[src/rtl/camera_capture_window_if.sv]
// Pixel stream leaving the camera capture front-end: valid/ready handshake with
// start-of-frame and end-of-line sideband.
interface camera_capture_window_if #(
    parameter int PIX_W = 16
);
    logic             valid;
    logic [PIX_W-1:0] data;
    logic             sof;
    logic             eol;
    logic             ready;

    modport master (
        output valid,
        output data,
        output sof,
        output eol,
        input  ready
    );

    modport slave (
        input  valid,
        input  data,
        input  sof,
        input  eol,
        output ready
    );
endinterface

[src/rtl/camera_capture_window.sv]
// DVP camera capture front-end: pixel assembly, crop window, power-of-two decimation
// and an output FIFO. Define CAPTURE_TESTPATTERN_EN to add the i_tp_sel row/col test pattern.
module camera_capture_window #(
    parameter int DATA_W     = 8,
    parameter int BPP        = 2,
    parameter int COL_W      = 11,
    parameter int ROW_W      = 10,
    parameter int FIFO_DEPTH = 16,
    parameter int DEC_W      = 2
) (
    input  logic              i_clk,
    input  logic              i_rst_n,
    input  logic              i_enable,
    input  logic              i_vsync,
    input  logic              i_href,
    input  logic [DATA_W-1:0] i_data,
    input  logic [COL_W-1:0]  i_win_x0,
    input  logic [ROW_W-1:0]  i_win_y0,
    input  logic [COL_W-1:0]  i_win_w,
    input  logic [ROW_W-1:0]  i_win_h,
    input  logic [DEC_W-1:0]  i_decim_log2,
    input  logic              i_clr_status,
`ifdef CAPTURE_TESTPATTERN_EN
    input  logic              i_tp_sel,
`endif
    camera_capture_window_if.master pix,
    output logic [ROW_W-1:0]  o_row_max,
    output logic [COL_W-1:0]  o_col_max,
    output logic [7:0]        o_frame_cnt,
    output logic              o_overflow
);

    localparam int PIX_W = DATA_W * BPP;
    localparam int PH_W  = (BPP > 1) ? $clog2(BPP) : 1;
    localparam int AW    = $clog2(FIFO_DEPTH);
    localparam int ENT_W = PIX_W + 2;
    localparam logic [PH_W-1:0] PH_LAST  = PH_W'(BPP - 1);
    localparam logic [COL_W:0]  COL_ONE  = (COL_W + 1)'(1);
    localparam logic [ROW_W:0]  ROW_ONE  = (ROW_W + 1)'(1);
    localparam logic [AW:0]     FIFO_MAX = (AW + 1)'(FIFO_DEPTH);

    typedef enum logic [1:0] {
        DISARMED,
        SYNC_WAIT,
        CAPTURE
    } state_t;

    state_t state;
    state_t state_next;

    logic              vs_r;
    logic              vs_q;
    logic              hr_r;
    logic              hr_q;
    logic [DATA_W-1:0] d_r;
    logic              vs_rise;
    logic              vs_fall;
    logic              hr_fall;

    logic [COL_W-1:0]  x0_sh;
    logic [ROW_W-1:0]  y0_sh;
    logic [COL_W-1:0]  w_sh;
    logic [ROW_W-1:0]  h_sh;
    logic [DEC_W-1:0]  dec_sh;
    logic              en_sh;

    logic [ROW_W-1:0]  row;
    logic [COL_W-1:0]  col;
    logic [PH_W-1:0]   phase;
    logic [PIX_W-1:0]  shift_buf;
    logic [PIX_W-1:0]  assembled;
    logic [PIX_W-1:0]  px_word;
    logic              sof_pend;
    logic              byte_ok;
    logic              pix_done;

    logic [COL_W:0]    col_ext;
    logic [COL_W:0]    x_lo;
    logic [COL_W:0]    x_hi;
    logic [COL_W:0]    col_step;
    logic [COL_W:0]    col_mask;
    logic [ROW_W:0]    row_ext;
    logic [ROW_W:0]    y_lo;
    logic [ROW_W:0]    y_hi;
    logic [ROW_W:0]    row_step;
    logic [ROW_W:0]    row_mask;
    logic              in_x;
    logic              in_y;
    logic              x_ok;
    logic              y_ok;
    logic              keep;
    logic              eol_hit;

    logic              px_valid;
    logic [PIX_W-1:0]  px_data;
    logic              px_sof;
    logic              px_eol;

    logic [ENT_W-1:0]  mem [FIFO_DEPTH];
    logic [AW-1:0]     wr_ptr;
    logic [AW-1:0]     rd_ptr;
    logic [AW:0]       count;
    logic [ENT_W-1:0]  head;
    logic              fifo_valid;
    logic              fifo_full;
    logic              pop;
    logic              push_ok;
    logic              drop;

    always_ff @(posedge i_clk or negedge i_rst_n) begin
        if (!i_rst_n) begin
            vs_r <= 1'b0;
            vs_q <= 1'b0;
            hr_r <= 1'b0;
            hr_q <= 1'b0;
            d_r  <= '0;
        end else begin
            vs_r <= i_vsync;
            vs_q <= vs_r;
            hr_r <= i_href;
            hr_q <= hr_r;
            d_r  <= i_data;
        end
    end

    assign vs_rise = vs_r & ~vs_q;
    assign vs_fall = ~vs_r & vs_q;
    assign hr_fall = ~hr_r & hr_q;

    always_ff @(posedge i_clk or negedge i_rst_n) begin
        if (!i_rst_n) begin
            state <= DISARMED;
        end else begin
            state <= state_next;
        end
    end

    always_comb begin
        state_next = state;
        unique case (state)
            DISARMED:  if (vs_rise) state_next = SYNC_WAIT;
            SYNC_WAIT: if (vs_fall && en_sh) state_next = CAPTURE;
            CAPTURE:   if (vs_rise) state_next = SYNC_WAIT;
            default:   state_next = DISARMED;
        endcase
    end

    // Bytes shift in MSB-first; the oldest leftover bits fall off the top.
    assign byte_ok   = (state == CAPTURE) && hr_r && !vs_rise;
    assign pix_done  = byte_ok && (phase == PH_LAST);
    assign assembled = (shift_buf << DATA_W) | PIX_W'(d_r);

`ifdef CAPTURE_TESTPATTERN_EN
    assign px_word = i_tp_sel ? PIX_W'({(PIX_W / 2)'(row), (PIX_W / 2)'(col)}) : assembled;
`else
    assign px_word = assembled;
`endif

    // Window bounds are one bit wider than the counters so x0+w never wraps.
    always_comb begin
        col_ext  = {1'b0, col};
        x_lo     = {1'b0, x0_sh};
        x_hi     = x_lo + {1'b0, w_sh};
        col_step = COL_ONE << dec_sh;
        col_mask = col_step - COL_ONE;
        row_ext  = {1'b0, row};
        y_lo     = {1'b0, y0_sh};
        y_hi     = y_lo + {1'b0, h_sh};
        row_step = ROW_ONE << dec_sh;
        row_mask = row_step - ROW_ONE;
        in_x     = (col_ext >= x_lo) && (col_ext < x_hi);
        in_y     = (row_ext >= y_lo) && (row_ext < y_hi);
        x_ok     = ((col_ext - x_lo) & col_mask) == '0;
        y_ok     = ((row_ext - y_lo) & row_mask) == '0;
        keep     = in_x && in_y && x_ok && y_ok;
        eol_hit  = (col_ext + col_step) >= x_hi;
    end

    always_ff @(posedge i_clk or negedge i_rst_n) begin
        if (!i_rst_n) begin
            row         <= '0;
            col         <= '0;
            phase       <= '0;
            shift_buf   <= '0;
            sof_pend    <= 1'b0;
            x0_sh       <= '0;
            y0_sh       <= '0;
            w_sh        <= '0;
            h_sh        <= '0;
            dec_sh      <= '0;
            en_sh       <= 1'b0;
            o_row_max   <= '0;
            o_col_max   <= '0;
            o_frame_cnt <= '0;
        end else begin
            if (byte_ok) begin
                shift_buf <= assembled;
                if (phase == PH_LAST) begin
                    phase <= '0;
                    if (col != '1) begin
                        col <= col + COL_W'(1);
                    end
                end else begin
                    phase <= phase + PH_W'(1);
                end
            end
            if (hr_fall) begin
                phase <= '0;
                if (col != '0) begin
                    o_col_max <= col;
                    col       <= '0;
                    if (row != '1) begin
                        row <= row + ROW_W'(1);
                    end
                end
            end
            if (pix_done && keep) begin
                sof_pend <= 1'b0;
            end
            // Frame boundary: settings are frozen here for the whole next frame.
            if (vs_rise && state != DISARMED) begin
                o_row_max <= row;
                if (state == CAPTURE) begin
                    o_frame_cnt <= o_frame_cnt + 8'd1;
                end
                row      <= '0;
                col      <= '0;
                phase    <= '0;
                sof_pend <= 1'b1;
                x0_sh    <= i_win_x0;
                y0_sh    <= i_win_y0;
                w_sh     <= i_win_w;
                h_sh     <= i_win_h;
                dec_sh   <= i_decim_log2;
                en_sh    <= i_enable;
            end
        end
    end

    always_ff @(posedge i_clk or negedge i_rst_n) begin
        if (!i_rst_n) begin
            px_valid <= 1'b0;
            px_data  <= '0;
            px_sof   <= 1'b0;
            px_eol   <= 1'b0;
        end else begin
            px_valid <= pix_done && keep;
            px_data  <= px_word;
            px_sof   <= sof_pend;
            px_eol   <= eol_hit;
        end
    end

    assign fifo_valid = (count != '0);
    assign fifo_full  = (count == FIFO_MAX);
    assign pop        = fifo_valid && pix.ready;
    assign push_ok    = px_valid && (!fifo_full || pop);
    assign drop       = px_valid && fifo_full && !pop;

    always_ff @(posedge i_clk) begin
        if (push_ok) begin
            mem[wr_ptr] <= {px_sof, px_eol, px_data};
        end
    end

    always_ff @(posedge i_clk or negedge i_rst_n) begin
        if (!i_rst_n) begin
            wr_ptr     <= '0;
            rd_ptr     <= '0;
            count      <= '0;
            o_overflow <= 1'b0;
        end else begin
            if (push_ok) begin
                wr_ptr <= wr_ptr + AW'(1);
            end
            if (pop) begin
                rd_ptr <= rd_ptr + AW'(1);
            end
            count <= count + (push_ok ? COL_ONE[AW:0] : '0) - (pop ? COL_ONE[AW:0] : '0);
            if (drop) begin
                o_overflow <= 1'b1;
            end else if (i_clr_status) begin
                o_overflow <= 1'b0;
            end
        end
    end

    // Head entry is masked so every output reads zero while the FIFO is empty.
    assign head      = mem[rd_ptr];
    assign pix.valid = fifo_valid;
    assign pix.data  = fifo_valid ? head[PIX_W-1:0] : '0;
    assign pix.sof   = fifo_valid & head[PIX_W+1];
    assign pix.eol   = fifo_valid & head[PIX_W];

endmodule

[src/flat_wrapper.sv]
// flat-port wrapper written by rule: the top's interface ports become plain ports
module camera_capture_window_flat 
#(
    parameter int DATA_W     = 8,
    parameter int BPP        = 2,
    parameter int COL_W      = 11,
    parameter int ROW_W      = 10,
    parameter int FIFO_DEPTH = 16,
    parameter int DEC_W      = 2
)
  (i_clk, i_rst_n, i_enable, i_vsync, i_href, i_data, i_win_x0, i_win_y0, i_win_w, i_win_h, i_decim_log2, i_clr_status, o_row_max, o_col_max, o_frame_cnt, o_overflow, pix_valid, pix_data, pix_sof, pix_eol, pix_ready);
  camera_capture_window_if #(.PIX_W((DATA_W * BPP))) pix_i ();
  input  logic i_clk;
  input  logic i_rst_n;
  input  logic i_enable;
  input  logic i_vsync;
  input  logic i_href;
  input  logic [DATA_W-1:0] i_data;
  input  logic [COL_W-1:0] i_win_x0;
  input  logic [ROW_W-1:0] i_win_y0;
  input  logic [COL_W-1:0] i_win_w;
  input  logic [ROW_W-1:0] i_win_h;
  input  logic [DEC_W-1:0] i_decim_log2;
  input  logic i_clr_status;
  output logic [ROW_W-1:0] o_row_max;
  output logic [COL_W-1:0] o_col_max;
  output logic [7:0] o_frame_cnt;
  output logic o_overflow;
  output wire logic [$bits(pix_i.valid)-1:0] pix_valid;
  output wire logic [$bits(pix_i.data)-1:0] pix_data;
  output wire logic [$bits(pix_i.sof)-1:0] pix_sof;
  output wire logic [$bits(pix_i.eol)-1:0] pix_eol;
  input wire logic [$bits(pix_i.ready)-1:0] pix_ready;
  assign pix_valid = pix_i.valid;
  assign pix_data = pix_i.data;
  assign pix_sof = pix_i.sof;
  assign pix_eol = pix_i.eol;
  assign pix_i.ready = pix_ready;
  camera_capture_window #(.DATA_W(DATA_W), .BPP(BPP), .COL_W(COL_W), .ROW_W(ROW_W), .FIFO_DEPTH(FIFO_DEPTH), .DEC_W(DEC_W)) u_core (.i_clk(i_clk), .i_rst_n(i_rst_n), .i_enable(i_enable), .i_vsync(i_vsync), .i_href(i_href), .i_data(i_data), .i_win_x0(i_win_x0), .i_win_y0(i_win_y0), .i_win_w(i_win_w), .i_win_h(i_win_h), .i_decim_log2(i_decim_log2), .i_clr_status(i_clr_status), .pix(pix_i), .o_row_max(o_row_max), .o_col_max(o_col_max), .o_frame_cnt(o_frame_cnt), .o_overflow(o_overflow));
endmodule
[config.mk]
export PLATFORM = sky130hd
export DESIGN_NAME = camera_capture_window_flat
export DESIGN_NICKNAME = d
export VERILOG_FILES = /design/src/rtl/camera_capture_window_if.sv /design/src/rtl/camera_capture_window.sv /design/src/flat_wrapper.sv
export SDC_FILE = /design/constraint.sdc
export NUM_CORES = 1
export LEC_CHECK = 0
export BUFFER_PORTS_ARGS = -buffer_cell sky130_fd_sc_hd__clkbuf_2
export CORE_UTILIZATION = 55
export CTS_BUF_LIST = sky130_fd_sc_hd__clkbuf_2 sky130_fd_sc_hd__clkbuf_4 sky130_fd_sc_hd__clkbuf_8
export CTS_CLUSTER_SIZE = 8
export DETAILED_ROUTE_END_ITERATION = 7
export PLACE_DENSITY = 0.87
export SETUP_SLACK_MARGIN = 0.15
export SLEW_MARGIN = 20
export SYNTH_ARGS = -nofsm -noshare
export SYNTH_HDL_FRONTEND = slang
export SYNTH_SLANG_ARGS = --single-unit
export TNS_END_PERCENT = 30
[constraint.sdc]
create_clock -name i_clk -period 3.5 [get_ports i_clk]
set_clock_uncertainty 0.2 [all_clocks]
set_input_delay 0.525 -clock i_clk [delete_from_list [all_inputs] [get_ports i_clk]]
set_output_delay 0.525 -clock i_clk [all_outputs]
set_load 0.02 [all_outputs]
==> results of run 1 <==
-- power breakdown --
group / total, mW / internal, mW / switching, mW
clock network: 4.43 / 2.42 / 2.02
registers: 6.85 / 6.23 / 0.620
logic: 7.65 / 3.87 / 3.78
-- cell usage after synthesis (6+ instances only) --
cell | n | area (um2)
nand2b_1 | 15 | 93.8
a21o_1 | 13 | 97.6
clkbuf_1 | 39 | 146
and3_1 | 7 | 43.8
nand3_1 | 19 | 95.1
a21oi_1 | 29 | 145
dfrtp_1 | 152 | 3800
nand4_1 | 16 | 100
fa_1 | 6 | 120
nor3_1 | 7 | 35.0
mux2i_1 | 6 | 60.1
o21ai_0 | 45 | 225
xor2_1 | 25 | 219
a211oi_1 | 6 | 45.0
edfxtp_1 | 288 | 8650
nor2_1 | 64 | 240
mux2_2 | 21 | 236
buf_2 | 7 | 35.0
nand2_1 | 157 | 589
nor2b_1 | 27 | 169
mux4_2 | 90 | 2030
ha_1 | 91 | 1140
xnor2_1 | 34 | 298
o21bai_1 | 6 | 45.0
inv_1 | 53 | 199
-- metrics by stage --
stage	total power, mW	hold slack, ps
finish	18.9	176
global route	19.9	187
CTS	18.4	176
detailed placement	13.4	164
global placement	13.1	155
floorplan	11.3	29.4
-- kinds of logic after synthesis --
logic type,after synthesis,share of synthesized area
mux,117,0.120
buf+inv,102,0.0201
simple gates,345,0.0823
compound gates,138,0.0451
xor+xnor,59,0.0266
flops,440,0.640
fa+ha+maj,99,0.0658
-- timing repair --
action | 4_1_cts | 5_1_grt
endpoints found under the setup margin | 21 | 21
gates cloned | 3 | 5
hold endpoints to repair | 112 | 0
hold buffers | 58 | 0
pin swaps | 25 | 12
resized for setup | 31 | 47
setup buffers | 14 | 4
-- cell type report --
type,count,area [um2],area share
clock buffers,111,1330,0.0562
inverters,53,199,0.00842
flip-flops and latches,440,12500,0.528
well taps,455,569,0.0241
clock inverters,12,83.8,0.00355
repair buffers,257,2160,0.0913
multi-input cells,758,6820,0.289
-- worst register-to-register path, cell delays in order, from the launching register on --
cell,delay [ps]
dfrtp_1,400
ha_2,220
fa_2,340
a21o_2,230
a21oi_2,140
o21bai_1,100
a21oi_2,170
xor2_1,220
ha_1,280
nand2_2,80
buf_6,100
buf_6,80
nor2_2,30
o211ai_1,110
a21oi_1,110
maj3_2,300
a21o_1,190
a311o_1,270
-- layer usage --
metal,share of wire,wire (um)
met1,0.37,17800
met3,0.066,3240
met2,0.53,25800
met5,0,0
met4,0.040,1950
-- how the worst min path moves through the flow --
stage / from / end / slack (ps) / cells after the start
after floorplan: i_rst_n / u_core.col[0] / 30 / 0
after global placement: u_core.d_r[3] / u_core.px_data[3] / 160 / 0
after detailed placement: u_core.d_r[1] / u_core.px_data[1] / 160 / 0
after CTS: u_core.d_r[3] / u_core.px_data[3] / 180 / 0
after global routing: u_core.shift_buf[4] / u_core.px_data[12] / 190 / 0
final: u_core.shift_buf[4] / u_core.px_data[12] / 180 / 0
-- registers in the layout, indices dropped and copies added, names as in the netlist, 2 cells and up --
signal / cells
u_core.state: 2
u_core.wr_ptr: 4
u_core.row: 10
u_core.o_col_max: 11
u_core.o_frame_cnt: 8
u_core.o_row_max: 10
u_core.col: 11
u_core.dec_sh: 2
u_core.y0_sh: 10
u_core.x0_sh: 11
u_core.w_sh: 11
u_core.rd_ptr: 4
u_core.shift_buf: 8
u_core.d_r: 8
u_core.px_data: 16
u_core.count: 5
u_core.mem: 288
u_core.h_sh: 10
==> metrics.yaml, run 1 <==
critical_path:
  cp_max_fo: 2
  path_buf_inv: 2
  reg2reg_slack_ps: -210
  cp-startpoint: "u_core.x0_sh[0]"
  critPathRequiredTime_ps: 3790
  r2r_start: "u_core.x0_sh[0]"
  slowest_stage: "dfrtp_1"
  critPathLaunchType: "flop"
  cpLargestDelayFamily: "compound AO/OA/AOI/OAI gates"
  endpoint: "u_core.sof_pend"
  arrival_ps: 3990
  cp.depth: 17
  reg2reg_depth: 17
  worst_setup_path_end_kind: "flop"
  cpPeakStageDelay_ps: 400
  worstReg2RegEnd: "u_core.sof_pend"
  path_class: "reg -> reg"
  path_cells: "ha_2 > fa_2 > a21o_2 > a21oi_2 > o21bai_1 > a21oi_2 > xor2_1 > ha_1 > nand2_2 > buf_6 > buf_6 > nor2_2 > o211ai_1 > a21oi_1 > maj3_2 > a21o_1 > a311o_1"
yosys:
  synth_sequential_area_ratio: 0.640
  synth_nets: 1456
  avgSynthCellArea_um2: 15.0
  yosysWarnings: 0
  ys_ff_latch: 440
  synth_ff_type: "edfxtp_1"
  synth_area_mm2: 0.0194
  synth_cell_types: 62
  syn-instance-count: 1300
  synth_edf_count: 288
  synthArstFlopShare: 0.345
final_layout:
  fill_cells: 2194
  final_cell_mix: "edfxtp_1 (288), nand2_1 (156), dfrtp_1 (150)"
  num_antenna_cells: 0
  final_util: 0.682
  final_common_cell: "edfxtp_1"
  final_nets: 1737
  layoutNonFillerInstCount: 2086
  fin_area_mm2: 0.0236
  post_route_cells_drive_above_1_share: 0.302
  syn_to_final_growth_pct: 21.5
floorplanning:
  fp.dieH_um: 190
  core_area_mm2: 0.0346
  initial_core_util: 0.561
  core.rowCount: 68
  dieArea_mm2: 0.0361
  die_w_um: 190
  ios: 108
grt:
  busiest_layer: "met2"
  grt.total_usage: 0.272
  grtUsageMet1: 0.321
  grtUsageMet2: 0.490
  antenna_found_initial: 0
  grt_pass1_vias: 13047
  grt_max_degree: 76
  grt.met3_usage: 0.0465
  grt_first_pass_wirelength_um: 73000
  grt_overflow: 0
outcome:
  status: "complete, but fails checks"
  violations: "negative setup slack"
place:
  gp_congestion: 0.857
  place_hpwl_um: 28700
  place_ws_ps: -353
  dp_cells: 1879
  place_area_mm2: 0.0210
  numPortBuffers: 107
sta:
  fin_crit_sh: 1.06
  final_hold_viol_count: 0
  fin_setup_tns_ps: -1320
  finalMaxSlewViolations: 0
  slew_headroom: 0.419
  setup_viol: 20
  worst_pin_slew_ps: 871
  period_minus_slack_ps: 3710
  clock.fmax_ghz: 0.270
  fin_ws_ps: -206
  grt_setup_unrepaired: "true"
worst_hold_path:
  min_path_type: "reg -> reg"
drt:
  ant_nets: 0
  drc_errors: 0
  drt_pass1_iterations: 6
  routed_wl_um: 48800
  drt-initial-drc-count: 1147
  vias: 12398
  wl_per_cell_um: 23.4
  via_per_inst: 5.94
cts:
  clk_pin_slew_ps: 60
  cts_tree: "done"
  cts_sinks: 440
  numCtsBuffers: 71
  clock_path_buffers: 3
  cts_htree_levels: 3
  insertion_delay_ps: 630
  cts_root_buf: "clkbuf_8"
power:
  powerDensity_mw_per_mm2: 802
  p_leak_nw: 9.62
  peakVddDrop_v: 0.000544
flow_run:
  maxCapViolCount: 0
(Power assumes the default switching activity.)
==> run 2: changes to the inputs <==
--- a/config.mk
+++ b/config.mk
@@ -5,6 +5,7 @@
 export SDC_FILE = /design/constraint.sdc
 export NUM_CORES = 1
 export LEC_CHECK = 0
+export ABC_AREA = 1
 export BUFFER_PORTS_ARGS = -buffer_cell sky130_fd_sc_hd__clkbuf_2
 export CORE_UTILIZATION = 55
 export CTS_BUF_LIST = sky130_fd_sc_hd__clkbuf_2 sky130_fd_sc_hd__clkbuf_4 sky130_fd_sc_hd__clkbuf_8
==> run 2 against run 1 <==
Compared with the run above:
- the flow now finishes without violations
- worst setup slack better by 300 ps
- synthesized cell count up 41%
- combinational power up 1%
- sequential share of layout area up 0.86 points
- critical path type is now reg -> out
==> metrics.yaml, run 2 <==
final_layout:
  final_cell_mix: "nand2_1 (302), edfxtp_1 (288), nor2_1 (216), o21ai_0 (216), dfrtp_1 (150)"
  top_regs: "u_core.mem (288), u_core.px_data (16)"
  fill_cells: 2521  # +15%
  regMostFlops: "u_core.mem"
  seq_area_mm2: 0.0125  # unchanged
  final_common_cell: "nand2_1"
  multi_input_area_mm2: 0.00669  # -1.9%
  fin_area_mm2: 0.0232  # -1.6%
  syn_to_final_growth_pct: 16.8
  post_route_cells_drive_above_1_share: 0.154  # -0.149
  final_nets: 2193  # +26%
  largest_register_ffs: 288  # unchanged
yosys:
  yosysMostFrequentCell: "nand2_1"
  syn-instance-count: 1831  # +41%
  synth_top_area_share: 0.435  # -0.0102
  synth_cell_types: 52  # -16%
  synth_ff_type: "edfxtp_1"
  synthArstFlopShare: 0.345  # unchanged
  synth_top_area_cell: "edfxtp_1"
  yosysWarnings: 0  # unchanged
  avgSynthCellArea_um2: 10.9  # -27%
  synthTopCellsByArea: "edfxtp_1 (43%), dfrtp_1 (19%), ha_1 (5.7%)"
  synth_common_cells: "nand2_1 (303), edfxtp_1 (288), nor2_1 (227), o21ai_0 (219), dfrtp_1 (152)"
  synth_sequential_area_ratio: 0.626  # -0.0147
  synth_edf_count: 288  # unchanged
  synth_area_mm2: 0.0199  # +2.3%
  synth_nets: 1987  # +36%
  ys_ff_latch: 440  # unchanged
drt:
  via_per_inst: 5.90  # -0.76%
  wl_per_cell_um: 20.3  # -13%
  drc_errors: 0  # unchanged
  routed_wl_um: 51600  # +5.6%
  drt_pass1_iterations: 6  # unchanged
  vias: 15011  # +21%
  drt-initial-drc-count: 1669  # +46%
  ant_nets: 0  # unchanged
power:
  p_leak_nw: 9.64  # +0.24%
  peakVddDrop_v: 0.000573  # +5.5%
  p_sw_mw: 7.61  # +18%
  switching_share: 0.402  # +0.0631
  seqPwrFrac: 0.362  # about the same
  combPwrFrac: 0.409  # +0.005
  pwr-share-clk: 0.229  # -0.005
  powerDensity_mw_per_mm2: 814  # +1.5%
  p_int_mw: 11.3  # -9.6%
sta:
  slew_headroom: 0.587  # +0.168
  clock.fmax_ghz: 0.294  # +8.9%
  fin_setup_tns_ps: 0  # +1320 ps
  worst_pin_slew_ps: 619  # -253 ps
  finalMaxSlewViolations: 0  # unchanged
  fin_crit_sh: 0.973  # -0.0862
  period_minus_slack_ps: 3400  # -302 ps
  grt_setup_unrepaired: "true"
  setup_viol: 0  # -100%
  final_hold_viol_count: 0  # unchanged
place:
  place_hpwl_um: 30800  # +7.3%
  place_area_mm2: 0.0211  # +0.32%
  numPortBuffers: 107  # unchanged
  gp_congestion: 0.894  # +4.3%
critical_path:
  critPathRequiredTime_ps: 2770  # -1020 ps
  critPathLaunchType: "flop"
  cpPeakStageDelay_ps: 620  # +220 ps
  reg2reg_depth: 20  # +3
  slowest_stage: "dfrtp_1"
  cp_max_fo: 10  # +8
  path_cells: "inv_1 > buf_4 > nor2_1 > o21ai_0 > a21oi_1 > clkbuf_2"
  arrival_ps: 2680  # -1310 ps
  path_class: "reg -> out"
  reg2reg_slack_ps: 360  # +570 ps
  worst_setup_path_end_kind: "output port"
cts:
  cts_tree: "done"
  numCtsBuffers: 71  # unchanged
  insertion_delay_ps: 600  # -30 ps
  clk_pin_slew_ps: 60  # about the same
  clock_path_buffers: 3  # unchanged
  cts_sinks: 440  # unchanged
  cts_htree_levels: 3  # unchanged
  cts_root_buf: "clkbuf_8"
grt:
  busiest_layer: "met2"
  grt.met3_usage: 0.0422  # -0.00428
  grt_max_degree: 84  # +11%
  grtUsageMet1: 0.343  # +0.0223
  antenna_found_initial: 1  # +1
  grtUsageMet2: 0.482  # -0.00760
  grt_overflow: 0  # unchanged
  grt_first_pass_wirelength_um: 78700  # +7.9%
  grt_pass1_vias: 15271  # +17%
  grt.total_usage: 0.279  # +0.00665
flow_run:
  maxCapViolCount: 0  # unchanged
floorplanning:
  core_area_mm2: 0.0356  # +2.7%
  dieArea_mm2: 0.0369  # +2.3%
  initial_core_util: 0.559  # -0.00205
  core.rowCount: 69  # +1.5%
  fp.dieH_um: 192  # +1.2%
  ios: 108  # unchanged
  die_w_um: 192  # +1.2%
worst_hold_path:
  hold_depth: 3  # +3
  min_path_type: "in -> reg"
outcome:
  status: "complete, no violations"
-- run 2: cell types whose count changed after synthesis, sizes merged, moves of 50 or more --
| cell | change |
|---|---|
| mux4 | -90 |
| o221ai | +50 |
| o21ai | +176 |
| inv | +81 |
| nor2 | +168 |
| nand2 | +149 |
-- run 2: worst max-delay path: cells and delay by family (launching register included) --
family                 cells  cell delay, ps
AO/OA/AOI/OAI              2             390
AND/OR/NAND/NOR            1             170
flip-flops                 1             620
buffers and inverters      3             870
-- run 2: path summary, 6_finish.rpt --
check	from	to
min in group asynchronous	i_rst_n	u_core.h_sh[4]
worst max-delay path	u_core.rd_ptr[3]	pix_data[6]
worst min register to register	u_core.shift_buf[1]	u_core.px_data[9]
worst max register to register	u_core.x0_sh[0]	u_core.sof_pend
max in group asynchronous	i_rst_n	u_core.col[10]
worst min-delay path	i_decim_log2[1]	u_core.dec_sh[1]
-- run 2: final cells by class --
class,instances,area share
clock buffers,105,0.0549
flip-flops and latches,440,0.536
well taps,461,0.0248
diodes,1,0.000108
inverters,136,0.0226
multi-input cells,1179,0.288
repair buffers,209,0.0695
clock inverters,14,0.00399
-- run 2: cell families (layout without fill, tap and decap cells) --
logic type,count (synthesis),after routing,synth area share
flip-flops,440,440,0.626
multiplexers,1,1,0.000566
AND/OR/NAND/NOR,644,644,0.134
adder cells (fa/ha/maj),97,97,0.0633
other,0,1,0
buffers and inverters,212,464,0.0419
AO/OA/AOI/OAI,389,389,0.113
XOR/XNOR,48,48,0.0211
-- run 2: stage by stage --
step                power (mW)  std cells   util  setup slack [ps]  hold WS [ps]
detailed placement        14.1       2364  0.593               278           167
finish                    18.9       2545  0.653              95.8          29.6
floorplan                 11.8       1831      -               625          29.4
global placement          13.7       2364  0.593               385           160
CTS                       18.5       2538  0.648               104          13.7
global route              20.1       2545  0.653              81.6          35.6
-- run 2: timing repair --
item / in CTS / in global routing
hold buffers: 55 / 0
pin swaps: 0 / 5
endpoints found under the setup margin: 7 / 17
gates cloned: 0 / 4
resized for setup: 5 / 24
buffers inserted: 0 / 2
hold endpoints to repair: 116 / 0
-- run 2: per-layer routing --
metal  vias to the layer above  part of all wire
li1                       6811                 -
met1                      7206              0.37
met2                       835              0.50
met3                       159             0.089
met4                         0             0.038
met5                         -                 0
-- run 2: power groups by stage --
stage	sequential (mW)	combinational [mW]	clock [mW]
detailed placement	6.88	7.17	0
CTS	6.79	7.34	4.35
floorplan	6.70	5.13	0
finish	6.84	7.74	4.33
global placement	6.83	6.85	0
global route	6.90	8.61	4.56
